$ cat src/rtl/ads1672_pkg.sv
// Shared constants for the ADS1672 sample FIFO: register addresses,
// STATUS/CONTROL bit positions and field widths.
package ads1672_pkg;

  // Avalon-MM word addresses
  typedef enum logic [1:0] {
    AddrData    = 2'd0,
    AddrStatus  = 2'd1,
    AddrControl = 2'd2,
    AddrTstamp  = 2'd3
  } reg_addr_e;

  // STATUS layout
  localparam int unsigned StatusCountWidth  = 11;
  localparam int unsigned StatusOverflowBit = 16;
  localparam int unsigned StatusEmptyBit    = 17;
  localparam int unsigned StatusFullBit     = 18;

  // CONTROL layout
  localparam int unsigned CtrlEnableBit = 0;
  localparam int unsigned CtrlClearBit  = 1;
  localparam int unsigned CtrlThreshLsb = 16;
  localparam int unsigned ThreshWidth   = 10;

  // Timestamp width (used only when timestamps are built in)
  localparam int unsigned TstampWidth = 32;

endpackage

$ cat src/rtl/ads1672_sync_fifo.sv
// Single-clock FIFO with push/pop/clear and full/empty/count flags.
// DEPTH must be a power of two so the pointers wrap naturally.
module ads1672_sync_fifo #(
  parameter int unsigned WIDTH = 32,
  parameter int unsigned DEPTH = 64
) (
  input  logic                   clk,
  input  logic                   rst,
  input  logic                   push,
  input  logic                   pop,
  input  logic                   clear,
  input  logic [WIDTH-1:0]       wdata,
  output logic [WIDTH-1:0]       rdata,
  output logic                   full,
  output logic                   empty,
  output logic [$clog2(DEPTH):0] count
);

  localparam int unsigned PtrWidth   = $clog2(DEPTH);
  localparam int unsigned CountWidth = PtrWidth + 1;

  logic [WIDTH-1:0]      mem_q [DEPTH];
  logic [PtrWidth-1:0]   wptr_q;
  logic [PtrWidth-1:0]   rptr_q;
  logic [CountWidth-1:0] count_q;
  logic                  push_ok;
  logic                  pop_ok;

  assign empty   = (count_q == '0);
  assign full    = (count_q == CountWidth'(DEPTH));
  assign pop_ok  = pop && !empty;
  // A push into a full FIFO is accepted only when a pop frees the head slot
  assign push_ok = push && (!full || pop_ok);
  assign rdata   = mem_q[rptr_q];
  assign count   = count_q;

  // Pointer and occupancy tracking; clear overrides any concurrent push/pop
  always_ff @(posedge clk or posedge rst) begin
    if (rst) begin
      wptr_q  <= '0;
      rptr_q  <= '0;
      count_q <= '0;
    end else if (clear) begin
      wptr_q  <= '0;
      rptr_q  <= '0;
      count_q <= '0;
    end else begin
      if (push_ok) wptr_q <= wptr_q + PtrWidth'(1);
      if (pop_ok)  rptr_q <= rptr_q + PtrWidth'(1);
      count_q <= count_q + CountWidth'(push_ok) - CountWidth'(pop_ok);
    end
  end

  // Storage array; contents are don't-care until written
  always_ff @(posedge clk) begin
    if (push_ok && !clear) mem_q[wptr_q] <= wdata;
  end

endmodule

$ cat src/rtl/ads1672_sample_fifo.sv
// ADS1672 sample FIFO with an Avalon-MM register interface and a
// threshold interrupt. Define ADS1672_TSTAMP_EN to capture a free-running
// cycle count alongside each accepted sample (readable via TSTAMP).
module ads1672_sample_fifo
  import ads1672_pkg::*;
#(
  parameter int unsigned ADC_DATA_WIDTH = 24,
  parameter int unsigned DATA_WIDTH     = 32,
  parameter int unsigned DEPTH          = 64
) (
  input  logic                      clk,
  input  logic                      rst,
  input  logic [ADC_DATA_WIDTH-1:0] sample_data,
  input  logic                      sample_valid,
  input  logic [1:0]                address,
  input  logic                      read,
  input  logic                      write,
  input  logic [DATA_WIDTH-1:0]     writedata,
  output logic [DATA_WIDTH-1:0]     readdata,
  output logic                      irq
);

`ifdef ADS1672_TSTAMP_EN
  localparam int unsigned FifoWidth = DATA_WIDTH + TstampWidth;
`else
  localparam int unsigned FifoWidth = DATA_WIDTH;
`endif

  reg_addr_e                   addr;
  logic                        ctrl_wr;
  logic                        clear_pulse;
  logic                        data_rd;
  logic                        push;
  logic                        pop;
  logic [DATA_WIDTH-1:0]       sample_ext;
  logic [FifoWidth-1:0]        fifo_wdata;
  logic [FifoWidth-1:0]        fifo_rdata;
  logic                        fifo_full;
  logic                        fifo_empty;
  logic [$clog2(DEPTH):0]      fifo_count;
  logic [StatusCountWidth-1:0] count_ext;
  logic [DATA_WIDTH-1:0]       status_word;
  logic [DATA_WIDTH-1:0]       control_word;
  logic [DATA_WIDTH-1:0]       rd_mux;
  logic                        enable_q;
  logic [ThreshWidth-1:0]      thresh_q;
  logic                        overflow_q;
  logic [DATA_WIDTH-1:0]       readdata_q;
  logic                        irq_q;
  logic                        unused_writedata;

  assign addr        = reg_addr_e'(address);
  assign ctrl_wr     = write && (addr == AddrControl);
  assign clear_pulse = ctrl_wr && writedata[CtrlClearBit];
  assign data_rd     = read && (addr == AddrData);
  assign pop         = data_rd && !fifo_empty;
  assign push        = sample_valid && enable_q && !clear_pulse;
  assign sample_ext  = {{(DATA_WIDTH - ADC_DATA_WIDTH){sample_data[ADC_DATA_WIDTH-1]}}, sample_data};
  assign count_ext   = StatusCountWidth'(fifo_count);

  // Only the enable, clear and threshold fields of writedata are meaningful
  assign unused_writedata = ^{writedata[DATA_WIDTH-1:CtrlThreshLsb+ThreshWidth],
                              writedata[CtrlThreshLsb-1:CtrlClearBit+1]};

`ifdef ADS1672_TSTAMP_EN
  logic [TstampWidth-1:0] tstamp_q;

  // Free-running cycle counter stamped onto each accepted sample
  always_ff @(posedge clk or posedge rst) begin
    if (rst) tstamp_q <= '0;
    else     tstamp_q <= tstamp_q + TstampWidth'(1);
  end

  assign fifo_wdata = {tstamp_q, sample_ext};
`else
  assign fifo_wdata = sample_ext;
`endif

  ads1672_sync_fifo #(
    .WIDTH (FifoWidth),
    .DEPTH (DEPTH)
  ) u_fifo (
    .clk   (clk),
    .rst   (rst),
    .push  (push),
    .pop   (pop),
    .clear (clear_pulse),
    .wdata (fifo_wdata),
    .rdata (fifo_rdata),
    .full  (fifo_full),
    .empty (fifo_empty),
    .count (fifo_count)
  );

  // Control register; a write carrying the clear bit leaves enable/threshold alone
  always_ff @(posedge clk or posedge rst) begin
    if (rst) begin
      enable_q <= 1'b0;
      thresh_q <= '0;
    end else if (ctrl_wr && !writedata[CtrlClearBit]) begin
      enable_q <= writedata[CtrlEnableBit];
      thresh_q <= writedata[CtrlThreshLsb +: ThreshWidth];
    end
  end

  // Sticky overflow: set when a sample is dropped, cleared only by clear pulse
  always_ff @(posedge clk or posedge rst) begin
    if (rst) begin
      overflow_q <= 1'b0;
    end else if (clear_pulse) begin
      overflow_q <= 1'b0;
    end else if (push && fifo_full && !pop) begin
      overflow_q <= 1'b1;
    end
  end

  // Assemble STATUS and CONTROL read views
  always_comb begin
    status_word                            = '0;
    status_word[StatusCountWidth-1:0]      = count_ext;
    status_word[StatusOverflowBit]         = overflow_q;
    status_word[StatusEmptyBit]            = fifo_empty;
    status_word[StatusFullBit]             = fifo_full;
    control_word                           = '0;
    control_word[CtrlEnableBit]            = enable_q;
    control_word[CtrlThreshLsb +: ThreshWidth] = thresh_q;
  end

  // Read-data select for the addressed register
  always_comb begin
    rd_mux = '0;
    unique case (addr)
      AddrData:    rd_mux = fifo_empty ? '0 : fifo_rdata[DATA_WIDTH-1:0];
      AddrStatus:  rd_mux = status_word;
      AddrControl: rd_mux = control_word;
`ifdef ADS1672_TSTAMP_EN
      AddrTstamp:  rd_mux = fifo_empty ? '0 :
                            DATA_WIDTH'(fifo_rdata[FifoWidth-1 -: TstampWidth]);
`else
      AddrTstamp:  rd_mux = '0;
`endif
      default:     rd_mux = '0;
    endcase
  end

  // Registered read data (latency 1, held between reads) and threshold irq
  always_ff @(posedge clk or posedge rst) begin
    if (rst) begin
      readdata_q <= '0;
      irq_q      <= 1'b0;
    end else begin
      if (read) readdata_q <= rd_mux;
      irq_q <= enable_q && (thresh_q != '0) && (count_ext >= {1'b0, thresh_q});
    end
  end

  assign readdata = readdata_q;
  assign irq      = irq_q;

endmodule

$ cat config.mk
export PLATFORM = sky130hd
export DESIGN_NAME = ads1672_sample_fifo
export DESIGN_NICKNAME = d
export VERILOG_FILES = /design/src/rtl/ads1672_pkg.sv /design/src/rtl/ads1672_sync_fifo.sv /design/src/rtl/ads1672_sample_fifo.sv
export SDC_FILE = /design/constraint.sdc
export NUM_CORES = 1
export LEC_CHECK = 0
export CAP_MARGIN = 10
export CORE_MARGIN = 5
export CORE_UTILIZATION = 30
export DETAILED_ROUTE_END_ITERATION = 16
export PLACE_DENSITY = 0.43
export SKIP_LAST_GASP = 1
export SLEW_MARGIN = 10
export SYNTH_ARGS = -nofsm -noshare
export SYNTH_HDL_FRONTEND = slang
export SYNTH_SLANG_ARGS = --single-unit
$ cat constraint.sdc
create_clock -name clk -period 5.3 [get_ports clk]
set_input_delay 1.59 -clock clk [delete_from_list [all_inputs] [get_ports clk]]
set_output_delay 1.59 -clock clk [all_outputs]
set_load 0.05 [all_outputs]
==> results of run 1 <==
==> synthesized netlist by cell type (8+ instances only) <==
cell | number | area share
xnor2_1 | 9 | 0.0013
mux2i_1 | 89 | 0.014
buf_2 | 31 | 0.0025
mux4_2 | 441 | 0.16
ha_1 | 18 | 0.0036
nor2_1 | 101 | 0.0061
a21oi_1 | 28 | 0.0023
buf_4 | 35 | 0.0043
clkbuf_1 | 63 | 0.0038
edfxtp_1 | 1536 | 0.75
inv_1 | 19 | 0.0012
a32oi_1 | 8 | 0.0011
nand3_1 | 36 | 0.0029
and3_1 | 9 | 0.00091
buf_1 | 15 | 0.00091
nand2_1 | 69 | 0.0042
a221oi_1 | 11 | 0.0016
dfrtp_1 | 59 | 0.024
o21ai_0 | 23 | 0.0019
o211ai_1 | 10 | 0.0012
==> power by group <==
| part | internal (uW) | leakage [uW] | total (uW) | switching, uW |
|---|---|---|---|---|
| sequential | 14100 | 0.0146 | 14500 | 404 |
| combinational | 3860 | 0.00548 | 8500 | 4640 |
| clock | 6260 | 0.00250 | 11100 | 4860 |
| total | 24200 | 0.0225 | 34100 | 9910 |
==> metrics by stage <==
stage,std cells,util,cell area [sq um],worst slack [ns]
2_1_floorplan,2712,-,61700,1.07
3_3_place_gp,5490,0.326,66800,0.615
3_5_place_dp,5490,0.326,66800,0.546
4_1_cts,5796,0.351,72000,1.41
5_1_grt,5797,0.351,72000,1.27
6_report,5805,0.352,72000,1.36
==> cell type report <==
cell class / count / area, sq um / share of cell area
sequential: 1595 / 47600 / 0.661
multi-input combinational: 946 / 13700 / 0.190
clock buffer: 221 / 4480 / 0.0622
tap: 2688 / 3360 / 0.0467
timing repair buffer: 241 / 2110 / 0.0293
clock inverter: 85 / 663 / 0.00921
inverter: 20 / 85.1 / 0.00118
antenna: 9 / 22.5 / 0.000313
==> sequential cells by signal, summed over array words and instances (netlist names) <==
register and count:
irq 1, u_fifo.wptr_q 6, readdata 27, overflow_q 1, enable_q 1, u_fifo.count 7, thresh_q 10, u_fifo.rptr_q 6
u_fifo.mem_q 1536
==> worst max-delay path: cells and delay by family <==
| family | cells | cell delay, ns |
|---|---|---|
| buffers and inverters | 4 | 1.37 |
| AO/OA/AOI/OAI | 1 | 0.36 |
| AND/OR/NAND/NOR | 5 | 1.00 |
==> kinds of logic after synthesis <==
kind of cell / synth area share
adders and majority gates: 0.00397
AOI/OAI and AO/OA: 0.0128
xor gates and xnor gates: 0.00199
buffers and inverters: 0.0142
muxes: 0.176
DFF: 0.771
and+or+nand+nor: 0.0199
==> worst max-delay path by stage <==
stage          startpoint                    to  slack (ns)  depth (start not counted)
3_3_place_gp   address[0]   u_fifo.mem_q[13][1]        0.61                         10
4_1_cts        address[1]   u_fifo.mem_q[13][6]        1.41                         10
6_report       address[1]   u_fifo.mem_q[6][30]        1.36                         10
5_1_grt        address[1]  u_fifo.mem_q[13][14]        1.27                         10
3_5_place_dp   address[1]   u_fifo.mem_q[13][6]        0.55                         10
2_1_floorplan  address[0]   u_fifo.mem_q[63][0]        1.07                          9
==> cell usage in the layout, fill, tap and decap left out, drive strengths merged, types with 10 or more instances in the layout <==
cell type,count
mux4,441
a21oi,28
nor2,101
nand3,37
inv,32
o211ai,10
nand2,70
ha,18
a221oi,11
o21ai,30
edfxtp,1536
clkbuf,221
clkinv,65
dfrtp,59
mux2i,89
buf,190
clkdlybuf4s50,51
==> layer usage <==
layer	vias up	wire, microns	track usage
met4	0	3700	0.0380
met5	-	0	0
met1	15900	70900	0.205
li1	12000	-	-
met2	685	85700	0.268
met3	219	7530	0.0231
==> summary.md, run 1 <==
| Metric | Value |
|---|---|
| R2R Path End | readdata[14] |
| Number of setup buffers added after CTS | 0 |
| DIE AREA | around 210000 sq um |
| Post-synthesis cell count | between 2000 and 3000 |
| Seq/Total Area, Yosys | 0.771 |
| Max Clock Skew | between 0.04 and 0.05 ns |
| RSZ-0062 raised after global routing | no |
| DR pass1 iterations | 5 |
| Pwr per Cell Area | between 400 and 500 nW/um^2 |
| Slowest-stage cell, CP | clkdlybuf4s50_1 |
| IO Pins | 96 |
| Worst-Skew Late Latency | approximately 0.80 ns |
| Relative slew slack | 0.147 |
| CTS tree | built |
| Worst r2r path cells | 7 |
| Slew at the pin closest to its max-slew limit | 1.28 ns |
| Number of clock sinks | around 1600 |
| Worst setup path class | in2reg |
| GRT Total Usage | 0.155 |
| CTS root buf | clkbuf_16 |
| Total CTS buffers | 170 |
| Ys async rst share | 0.0370 |
| Number of remaining DRC errors | 0 |
| Share of cells above drive strength 1 | 0.301 |
| Final setup viols | 0 |
| Total of max-cap violations | 0 |
| CTS resizes | 0 |
| Area grow syn2layout | 16.6% |
| H-tree depth | 4 |
| WP data arrival | roughly 4.4 ns |
| Syn avg cell area | 22.8 sq um |
| Die W | approximately 460 microns |
| Worst-path clk slew | around 0.060 ns |
| HP Class | reg2reg |
| Global route overflow | 0 |
| Placer Congestion | a little under 0.8 |
| Starting DRC count in detailed routing | ~2400 |
| Drt via density | 4.96 |
| Avg WL per Cell | just under 30 microns |
| Reg2reg setup slack | around 1.6 ns |
| Count of final max-slew check failures | 0 |
| Leakage | about 0.023 uW |
| # fillers | ~19000 |
| Pwr Total | roughly 34000 uW |
| Count of state elements after synthesis | roughly 1600 |
| Worst-path cell chain | clkdlybuf4s50_1 -> nor3_4 -> nand2_4 -> inv_4 -> o2111a_2 -> and2_1 -> nand3b_1 -> buf_4 -> nor2_4 -> buf_4 |
| CP max FO | 24 |
| Core ar. | about 200000 sq um |
| Worst Path Required | around 5.7 ns |
| Hold Path Origin | readdata[15] |
| Syn_nets | 2794 |
| CP Capture Type | flip-flop |
| Final Critical Period | slightly below 4 ns |
| Ys Warns | 0 |
| CP Launch Type | input pin |
| Hold path cells | 2 |
| Initial Util | 0.302 |
| IO buf count | between 70 and 80 |
| DP HPWL | 103000 microns |
| Nets | 3056 |
| Via count | ~29000 |
| Status | finished clean |
| Vias in the first global route | slightly above 30000 |
| Post-Route WL | approximately 170000 microns |
| Max stage delay on crit path | 0.51 ns |
| Num rows | roughly 170 |
| Largest net degree at the start of global routing | 68 |
| Reg2reg start | u_fifo.rptr_q[0] |
| Die height | between 400 and 500 microns |
| Post-synthesis cell area | slightly above 60000 sq um |
| Antenna viol nets, final | 0 |
| EDFF count, synth | around 1500 |
| Cts hold-fix bufs | 0 |
| Hold WS | between 0.5 and 0.6 ns |
| Most used cell, CP | buf_4 |
| Post-synth cell types | 57 |
| First-pass GRT wire length | approximately 240000 microns |
| Worst Hold End | readdata[15] |
| Final hold vios | 0 |
| CTS max path bufs | 3 |
| Setup tns final | 0 ns |
| Max Clock Freq | between 0.2 and 0.3 GHz |
| Antenna violations before repair | 8 |
| Maximum vdd ir drop | 303 uV |
| Main synth FF type | edfxtp_1 |
| Final period util | 0.743 |
(Power assumes the default switching activity.)
==> run 2, diff against run 1 <==
--- a/config.mk
+++ b/config.mk
@@ -9,7 +9,7 @@
 export CORE_MARGIN = 5
 export CORE_UTILIZATION = 30
 export DETAILED_ROUTE_END_ITERATION = 16
-export PLACE_DENSITY = 0.43
+export PLACE_DENSITY = 0.45
 export SKIP_LAST_GASP = 1
 export SLEW_MARGIN = 10
 export SYNTH_ARGS = -nofsm -noshare
==> constraint.sdc (replaced) <==
create_clock -name clk -period 3.47 [get_ports clk]
set_input_delay 1.041 -clock clk [delete_from_list [all_inputs] [get_ports clk]]
set_output_delay 1.041 -clock clk [all_outputs]
set_load 0.05 [all_outputs]
==> summary.md, run 2 (synthesis results as in run 1) <==
| Metric | Value |
|---|---|
| Status | finished clean |
| GRT Total Usage | 0.156 |
| Comb pwr share | 0.272 |
| Via count | 29400 |
| Multi-input gate area | ~14000 sq um |
| Leakage | roughly 0.023 uW |
| Register area | around 48000 sq um |
| Final Critical Period | 3.28 ns |
| Worst Path Required | just over 4 ns |
| Relative slew slack | 0.321 |
| IO Pins | between 90 and 100 |
| First-pass GRT wire length | ~240000 microns |
| CTS max path bufs | 3 |
| Share of power burned in registers | 0.410 |
| RSZ-0062 raised after global routing | no |
| CTS tree | built |
| Final period util | 0.946 |
| Number of remaining DRC errors | 0 |
| Max Clock Freq | 0.305 GHz |
| Internal power | between 30000 and 40000 uW |
| Post-Route WL | roughly 170000 microns |
| Commonest non-fill, non-tap cells in the layout | edfxtp_1, mux4_2, buf_4 |
| Biggest register | u_fifo.mem_q |
| Drt via density | roughly 5.0 |
| Commonest non-fill, non-tap cell in the layout | edfxtp_1 |
| Initial Util | 0.302 |
| Worst-path clk slew | roughly 0.06 ns |
| CP Launch Type | flip-flop |
| # fillers | approximately 19000 |
| Clock network fraction of design power | 0.319 |
| # placed instances | 5601 |
| Maximum vdd ir drop | between 400 and 500 uV |
| CTS root buf | clkbuf_16 |
| DR pass1 iterations | 5 |
| Hold WS | 0.531 ns |
| Antenna viol nets, final | 0 |
| Largest net degree at the start of global routing | 65 |
| IO buf count | between 70 and 80 |
| Final setup viols | 0 |
| DIE AREA | around 210000 sq um |
| HP Class | reg2reg |
| Avg WL per Cell | 28.7 microns |
| Area grow syn2layout | 19.6% |
| Slew at the pin closest to its max-slew limit | 1.02 ns |
| Count of final max-slew check failures | 0 |
| Final hold vios | 0 |
| Total of max-cap violations | 0 |
| Max Clock Skew | 0.0232 ns |
| Pwr per Cell Area | slightly above 700 nW/um^2 |
| Final std cells w/o fill | 5914 |
| Max reg flops | roughly 1500 |
| Worst-Skew Late Latency | a little under 0.8 ns |
| WP data arrival | roughly 3.9 ns |
| Switching power | 15500 uW |
| Global route overflow | 0 |
| CP max FO | 3 |
| Num rows | approximately 170 |
| Dpl ws | -0.314 ns |
| Nets | 3163 |
| CP Capture Type | flip-flop |
| Core ar. | between 200000 and 250000 sq um |
| Setup tns final | 0 ns |
| Vias in the first global route | 30700 |
| H-tree depth | 4 |
| Worst setup path class | reg2reg |
| Starting DRC count in detailed routing | 2635 |
| Share of cells above drive strength 1 | 0.331 |
| Number of clock sinks | 1595 |
| Placer Congestion | 0.781 |
| Total CTS buffers | roughly 170 |
| Die height | approximately 460 microns |
| Antenna violations before repair | 20 |
| Die W | approximately 460 microns |
| DP HPWL | between 100000 and 150000 microns |
| Setup WS post-layout | 0.187 ns |
| Sw Share | 0.291 |
==> run 2: changes by cell type in the layout (fill, tap and decap cells not counted), moves of 6 or more <==
cell and delta:
nor2_2 +6, nor2_4 -6, clkinv_2 +13, clkbuf_1 -13, buf_4 +43, clkinv_1 -6
clkbuf_8 +7, buf_2 -9, buf_12 +78
==> run 2: metrics by stage <==
stage          cell area [sq um]  total power [uW]  utilization
5_1_grt                    73900             55700        0.361
3_5_place_dp               68600             37200        0.335
4_1_cts                    73800             54300        0.361
2_1_floorplan              61700             31000            -
3_3_place_gp               68600             37100        0.335
6_report                   73900             53500        0.361
==> run 2: what timing repair did <==
| item | in CTS | in global routing |
|---|---|---|
| endpoints found under the setup margin | 4 | 5 |
| resized for setup | 1 | 2 |
| pin swaps | 0 | 1 |
| hold buffers | 0 | 0 |
| buffers inserted | 0 | 1 |
==> run 2: power by group through the flow <==
stage	combinational [uW]	sequential (uW)	clock, uW
after floorplan	8710	22300	0
after detailed placement	14900	22300	0
after CTS	14900	21900	17500
after global placement	14800	22300	0
after global routing	15400	21900	18400
final	14500	21900	17000
==> run 2: per-layer routing <==
layer,share of wire,track usage
met1,0.43,0.215
met5,0,0
met2,0.49,0.260
met4,0.021,0.0356
met3,0.052,0.0271
==> run 2: final cells by class <==
class	instances	share of cell area
antenna	6	0.000203
clock buffer	214	0.0609
clock inverter	92	0.00950
inverter	20	0.00115
multi-input combinational	946	0.185
sequential	1595	0.645
tap	2688	0.0455
timing repair buffer	353	0.0534
==> run 2: path summary, 6_finish.rpt <==
path | depth (start not counted) | start | end | slack (ns)
worst max-delay path | 18 | u_fifo.count[4] | u_fifo.count[6] | 0.19
worst min-delay path | 2 | readdata[8] | readdata[8] | 0.53
worst max register to register | 18 | u_fifo.count[4] | u_fifo.count[6] | 0.19
worst min register to register | 2 | readdata[8] | readdata[8] | 0.53
max in group asynchronous | 3 | rst | u_fifo.rptr_q[3] | 2.07
min in group asynchronous | 2 | rst | thresh_q[8] | 0.66
==> run 2: critical path, stage by stage, from the launching register on <==
cell and delay [ns]:
dfrtp_1 0.38, inv_1 0.08, ha_1 0.16, nor4bb_4 0.37, and2_4 0.23, nor3_4 0.05, nand2_4 0.08, inv_4 0.04
ha_1 0.26, inv_1 0.05, ha_1 0.21, fa_1 0.44, a21oi_2 0.14, o21bai_1 0.10, a21oi_1 0.16, nor2_1 0.06
nor2_1 0.13, xnor2_1 0.14, nor2_1 0.06
